**src/rtl/display_port.sv**
```systemverilog
// display_port: CPU write port queued in a small FIFO.
// Each queued byte is held on digit_8 for a dwell period.
module display_port #(
  parameter logic [15:0] PORT_ADDR    = 16'hD010,
  parameter int          DEPTH        = 4,
  parameter int          DWELL_CYCLES = 50_000_000,
  parameter int          CNT_W        = 26
) (
  input  logic        clk,
  input  logic        rst_n,
  input  logic [15:0] addr,
  input  logic [7:0]  data_in,
  input  logic        we,
  output logic [7:0]  data_out,
  output logic [7:0]  digit_8,
  output logic        overflow,
  output logic [2:0]  fifo_count
);

  localparam int PW = $clog2(DEPTH);
  localparam logic [15:0] STAT_ADDR = PORT_ADDR + 16'd1;
  localparam logic [CNT_W-1:0] RELOAD = CNT_W'(DWELL_CYCLES - 1);

  typedef enum logic {
    IDLE,
    SHOW
  } state_t;

  state_t           state_q, state_d;
  logic [CNT_W-1:0] timer_q, timer_d;
  logic [PW-1:0]    head_q, tail_q;
  logic [7:0]       mem [DEPTH];

  logic push_req, clr_req;
  logic full, empty;
  logic pop, push_ok, drop;

  assign push_req = we && (addr == PORT_ADDR);
  assign clr_req  = we && (addr == STAT_ADDR);
  assign full     = (fifo_count == 3'(DEPTH));
  assign empty    = (fifo_count == 3'd0);
  assign push_ok  = push_req && (!full || pop);
  assign drop     = push_req && full && !pop;

  // Display FSM: decides pops and next dwell timer value.
  always_comb begin
    state_d = state_q;
    timer_d = timer_q;
    pop     = 1'b0;
    unique case (state_q)
      IDLE: begin
        if (!empty) begin
          pop     = 1'b1;
          timer_d = RELOAD;
          state_d = SHOW;
        end
      end
      SHOW: begin
        if (timer_q != '0) begin
          timer_d = timer_q - CNT_W'(1);
        end else if (!empty) begin
          pop     = 1'b1;
          timer_d = RELOAD;
        end else begin
          state_d = IDLE;
        end
      end
      default: state_d = IDLE;
    endcase
  end

  // FSM state, timer and displayed byte.
  always_ff @(posedge clk or negedge rst_n) begin
    if (!rst_n) begin
      state_q <= IDLE;
      timer_q <= '0;
      digit_8 <= 8'h00;
    end else begin
      state_q <= state_d;
      timer_q <= timer_d;
      if (pop) digit_8 <= mem[head_q];
    end
  end

  // Queue pointers, occupancy and sticky overflow flag.
  always_ff @(posedge clk or negedge rst_n) begin
    if (!rst_n) begin
      head_q     <= '0;
      tail_q     <= '0;
      fifo_count <= 3'd0;
      overflow   <= 1'b0;
    end else begin
      if (pop)     head_q <= head_q + PW'(1);
      if (push_ok) tail_q <= tail_q + PW'(1);
      if (push_ok && !pop)      fifo_count <= fifo_count + 3'd1;
      else if (pop && !push_ok) fifo_count <= fifo_count - 3'd1;
      if (clr_req)   overflow <= 1'b0;
      else if (drop) overflow <= 1'b1;
    end
  end

  // Queue storage; contents are only read when occupied.
  always_ff @(posedge clk) begin
    if (push_ok) mem[tail_q] <= data_in;
  end

  // Combinational read mux.
  always_comb begin
    data_out = 8'h00;
    if (addr == PORT_ADDR)
      data_out = digit_8;
    else if (addr == STAT_ADDR)
      data_out = {overflow, full, empty, 2'b00, fifo_count};
  end

endmodule
```
**config.mk**
```make
export PLATFORM = sky130hd
export DESIGN_NAME = display_port
export DESIGN_NICKNAME = d
export VERILOG_FILES = /design/src/rtl/display_port.sv
export SDC_FILE = /design/constraint.sdc
export NUM_CORES = 1
export LEC_CHECK = 0
export ABC_AREA = 0
export CAP_MARGIN = 20
export CORE_ASPECT_RATIO = 1.5
export CORE_MARGIN = 2
export CORE_UTILIZATION = 30
export DETAILED_ROUTE_END_ITERATION = 7
export HOLD_SLACK_MARGIN = 0.03
export PLACE_DENSITY = 0.57
export SYNTH_ARGS = -nofsm -noshare
export SYNTH_HDL_FRONTEND = slang
export SYNTH_SLANG_ARGS = --single-unit
```
**constraint.sdc**
```tcl
create_clock -name clk -period 2.59 [get_ports clk]
set_input_delay 0.777 -clock clk [delete_from_list [all_inputs] [get_ports clk]]
set_output_delay 0.777 -clock clk [all_outputs]
set_load 0.01 [all_outputs]
```
Word-level counts from Yosys, hierarchy flattened. Memory sizes are Yosys's and may differ from the RTL's. A register that Yosys moved wholly into a read port is not among the register bits. Cells that the tools add are included.

$add $sub $neg: 5. Equality and inequality tests: 3. Multiplexer cells: 16. Bitwise operators: 1. Reductions and logical operators: 16.

Operators with widths (number): two-way mux 26 bit (2); case mux 26 bit (2 select lines) (1); == test 16 bit, second input constant (2); nonzero test 26 bit (1); subtractor 26 x 1 -> 26 bit, second input constant (1); two-way mux 8 bit (2); logical AND 1 bit (7); two-way mux 1 bit (7); two-way mux 3 bit (2); adder 2 x 1 -> 2 bit, second input constant (2); zero test 1 bit (4); case mux 1 bit (2 select lines) (2); nonzero test 2 bit (2); adder 3 x 1 -> 3 bit, second input constant (1); == test 3 bit, second input constant (1); zero test 3 bit (1); subtractor 3 x 1 -> 3 bit, second input constant (1); logical OR 1 bit (1); inverter 1 bit (1).

Bits in registers: 35. RAM bits: 32. Output and inout port bits: 20. Memories kept: 1.

Memories: mem (words 4, width 8, read ports 1, clocked after memory_dff 1, wr ports 1, RTL line 32) `logic [7:0] mem [DEPTH];`.

Logic depth before layout (Yosys ltp).
Depth after elaboration: 10. Mapped depth: 13. Mapped depth without buffers: 13.

Worst setup path before layout. Ideal clock, no wire load.

Kind: in2reg. From: input addr[10]. To: register fifo_count[2]. Library setup time: 79 ps. Arrival: 2794 ps. Slack: -283 ps. Cell stages on the path: 9. Buffers on the path: 0. Cells stage by stage: nor4bb_1 nand4_1 a2111oi_4 ha_1 inv_1 fa_1 xor2_1 nor2_1 xor2_1.

Word-level cells in the longest chain between the ends: 6.

Ends and longest elaborated chain: start, declared (RTL line 11) `input logic [15:0] addr,`; == test 16 bit * (RTL line 38) `assign push_req = we && (addr == PORT_ADDR);`; logical AND 1 bit * (RTL line 38); logical AND 1 bit * (RTL line 42) `assign push_ok = push_req && (!full || pop);`; zero test 1 bit (RTL line 96) `else if (pop && !push_ok) fifo_count <= fifo_count - 3'd1;`; logical AND 1 bit (RTL line 96); nonzero test 2 bit (no line); end signal, assigned (RTL line 95) `if (push_ok && !pop) fifo_count <= fifo_count + 3'd1;`; end signal, assigned (RTL line 96); end, declared (RTL line 17) `output logic [2:0] fifo_count`.

Mark *: on every way between the ends. The rest lies on a longest branch, timed or not. A chain may end at the register's enable or synchronous reset.

Worst setup path in the final report.
From: input addr[15]. To: output data_out[0].

Word-level cells in the longest chain between the ends: 3.

Ends and longest elaborated chain: == test 16 bit (RTL line 112) `else if (addr == STAT_ADDR)`; two-way mux 8 bit (RTL line 112); two-way mux 8 bit * (RTL line 110) `if (addr == PORT_ADDR)`; end, declared (RTL line 14) `output logic [7:0] data_out,`.

Marks and branches as above.

==> summary.md <==
| Metric | Value |
|---|---|
| Share of post-route cells with drive strength above 1 | `0.3935` |
| Worst Hold Class | `primary input to async pin` |
| Vias/cell | `slightly above 5` |
| Final Hold Vio Count | `0` |
| Crit Reg-Reg Endpoint | `fifo_count[2]$_DFFE_PN0P_` |
| Worst setup path start | `addr[15]` |
| Sw Ratio | `0.2042` |
| Filler cell count in the final layout | `1,113` |
| Cell Int Power | `about 2100 µW` |
| Area of the multi-input gates | `approximately 1700 µm²` |
| Post-route setup slack | `-143.1 ps` |
| Reg area | `2037 µm²` |
| Number of synthesized flops with an enable pin | `32` |
| Detailed placement HPWL | `6394 µm` |
| Core Box Area | `around 12,000 µm²` |
| Setup crit start kind | `primary input` |
| Starting DRC count in detailed routing | `around 200` |
| Die area | `13,040 µm²` |
| Peak supply drop | `0.3569 mV` |
| Chip height | `approximately 140 µm` |
| Static Leak | `0.002101 µW` |
| Final Max Slew Viols | `0` |
| Nets | `about 430` |
| Die Wd | `between 90 and 100 µm` |
| Outcome | `finished with violations` |
| Top Ports | `47` |
| Maxcap violations | `0` |
| Arrival @ worst endpoint | `1960 ps` |
| WS Path Type | `primary input to primary output` |
| Area leader, netlist | `dfrtp_1` |
| Synth top area share | `0.2957` |
| R2R cell count | `10` |
| Post-synthesis register bit count | `75` |
| Syn_nets | `317` |
| Inserted Clock Buffers | `9` |
| Ys flop type | `dfrtp_1` |
| Combinational share of power | `0.025` |
| Pwr per Cell Area | `roughly 510 nW/µm²` |
| Largest net degree at the start of global routing | `44` |
| Violated checks | `negative setup slack` |
| Fin crit period | `2733 ps` |
| Final period utilization | `1.055` |
| Slew margin rel. | `0.6041` |
| Via Count | `2,808` |
| Cell variety after synth | `48` |
| Antenna fix cells | `0` |
| Req. time, crit path | `1810 ps` |
| Placer Congestion | `0.8814` |
| Final wirelength | `9183 µm` |
| Critical Path End Type | `primary output` |
| Final Setup Violations | `10` |
| Synthesized cell area | `between 3000 and 4000 µm²` |
| Detail Route Antenna Nets | `0` |
| Final Hold Slack | `about 420 ps` |
| FF-to-FF setup slack | `-120 ps` |
| Syn Area/Cell | `12.90 µm²` |
| Max Fclk | `~0.37 GHz` |
| Row count | `approximately 50` |
| Commonest cells after routing, fill and taps aside | `buf_4 (53), dfrtp_1 (43), edfxtp_1 (32)` |
| CP endpoint | `data_out[0]` |
| Vias in the first global route | `just under 3,000` |
| Seq pwr share | `0.464` |
| RSZ-0062 raised after global routing | `yes` |
| Crit path max fanout | `6` |
| Clk slew on worst S/H paths | `60 ps` |
| Initial antenna violation count | `0` |
| IO Port Bufs | `46` |
| WL per Instance | `16.64 µm` |
| Largest cells by area after synthesis | `dfrtp_1 (30%), edfxtp_1 (26%), mux4_2 (5.0%), mux2_2 (3.7%), ha_1 (2.4%)` |
| Area grow syn2layout | `44.84%` |
| Total number of yosys warnings | `0` |
| CTS Buffer Depth | `2` |
| H-tree Lvls | `3` |
| Cells after synthesis | `between 200 and 300` |
| Clock Sinks | `75` |
| Worst Clk Skew | `roughly 9 ps` |
| First-pass GRT wire length | `14,780 µm` |
| DR pass1 iterations | `4` |
| Gr ovfl total | `0` |
| Most common cell after layout, fill and taps aside | `buf_4` |
| Initial Util | `0.3059` |
| Sequential area share after synthesis | `0.5598` |
| Worst R2R Start | `timer_q[5]$_DFF_PN0_` |
| CTS tree | `built` |
| Tightest Pin Transition | `593.8 ps` |
| Post-route DRC | `0` |
| Clock Latency Late Sink | `~340 ps` |
| Final core occ | `0.4431` |
| Async S/R FF share, synth | `0.5733` |
| Clk pwr share | `0.511` |
| Psw | `between 500 and 600 µW` |
| Overall Global Routing Usage | `0.1483` |
| Root buffer cell | `clkbuf_16` |
==> cell type report <==
cell class              instances  area share
repair buffers                111      0.1878
clock inverters                 7     0.01852
well taps                     153     0.03632
inverters                      12    0.008547
clock buffers                   9     0.04274
multi-input cells             185      0.3196
flip-flops and latches         75      0.3865
==> worst max-delay path, cell delays in order <==
cell and delay [ps]:
clkdlybuf4s15_1 180, nor4bb_4 190, nand4_1 140, buf_6 160, nor2_4 120, buf_6 130
a22o_1 130, buf_2 130
==> cells by family (layout without fill, tap and decap cells) <==
family / Yosys count / in the layout / synth area share
compound gates: 55 / 55 / 0.1180
xor+xnor: 6 / 6 / 0.01445
fa+ha+maj: 8 / 8 / 0.02957
buf+inv: 22 / 139 / 0.02338
flops: 75 / 75 / 0.5598
mux: 26 / 26 / 0.1045
simple gates: 90 / 90 / 0.1503
==> what timing repair did <==
action                                  CTS  global route
resized for setup                        92            29
hold endpoints to repair                  0             0
hold buffers                              0             0
endpoints found under the setup margin   44            49
buffers inserted                         11             4
pin swaps                                19             7
cloned                                    0             0
==> power groups by stage <==
stage          sequential [µW]  combinational (µW)  clock (µW)
2_1_floorplan             1270                3.40           0
3_3_place_gp              1260                64.9           0
3_5_place_dp              1260                66.9           0
4_1_cts                   1240                60.3        1400
5_1_grt                   1240                75.0        1460
6_report                  1240                68.0        1370
==> how the worst min path moves through the flow <==
stage,end,slack (ps),start
3_3_place_gp,timer_q[19]$_DFF_PN0_,480,timer_q[19]$_DFF_PN0_
3_5_place_dp,timer_q[19]$_DFF_PN0_,480,timer_q[19]$_DFF_PN0_
6_report,timer_q[13]$_DFF_PN0_,420,rst_n
5_1_grt,timer_q[7]$_DFF_PN0_,430,rst_n
4_1_cts,timer_q[18]$_DFF_PN0_,420,rst_n
2_1_floorplan,timer_q[19]$_DFF_PN0_,450,timer_q[19]$_DFF_PN0_
==> stage by stage <==
step           worst slack [ps]  cells  area [µm²]  setup TNS, ps  power (µW)
2_1_floorplan            -211.1    282        3650         -376.7        1268
3_3_place_gp              -1012    525        4725         -28260        1329
3_5_place_dp              -1034    525        4725         -29460        1331
4_1_cts                  -137.9    552        5130          -1204        2701
5_1_grt                  -307.4    552        5270          -2395        2775
6_report                 -143.1    552        5270          -1165        2675
==> flip-flops by register name (all words and copies together) (netlist names) <==
register and cells:
mem 32, timer_q 26, digit_8 8, fifo_count 3
head_q 2, tail_q 2, overflow 1, state_q 1
==> cell usage after synthesis, types with 2 or more instances <==
master    count
buf_1         3
nor4_4        3
mux2_2       12
nor4bb_1      2
and2_1        9
nand2_1       6
nand3_1       9
or3_1         7
nor4_1        5
and3_1        3
dfrtp_1      43
or2_2         2
o41ai_1       5
xnor2_1       3
a22o_1        6
nor3b_1       2
edfxtp_1     32
o31ai_1      10
a41oi_1       2
nand4_1       3
mux2i_1       5
a21oi_1       5
inv_1        12
a21o_1        2
o21ai_0      10
buf_2         2
nor2_1       19
xor2_1        3
nor3_1       14
mux4_2        8
o211a_1       3
a31oi_1       4
a211o_1       2
ha_1          7
or4_1         2
clkbuf_1      5
==> layer usage <==
layer | track usage | up-vias | share of wire
li1 | - | 1310 | -
met1 | 0.1807 | 1395 | 0.40
met2 | 0.2496 | 88 | 0.53
met3 | 0.02989 | 15 | 0.046
met4 | 0.06789 | 0 | 0.025
met5 | 0 | - | 0
Power figures use the tool's default switching activity.
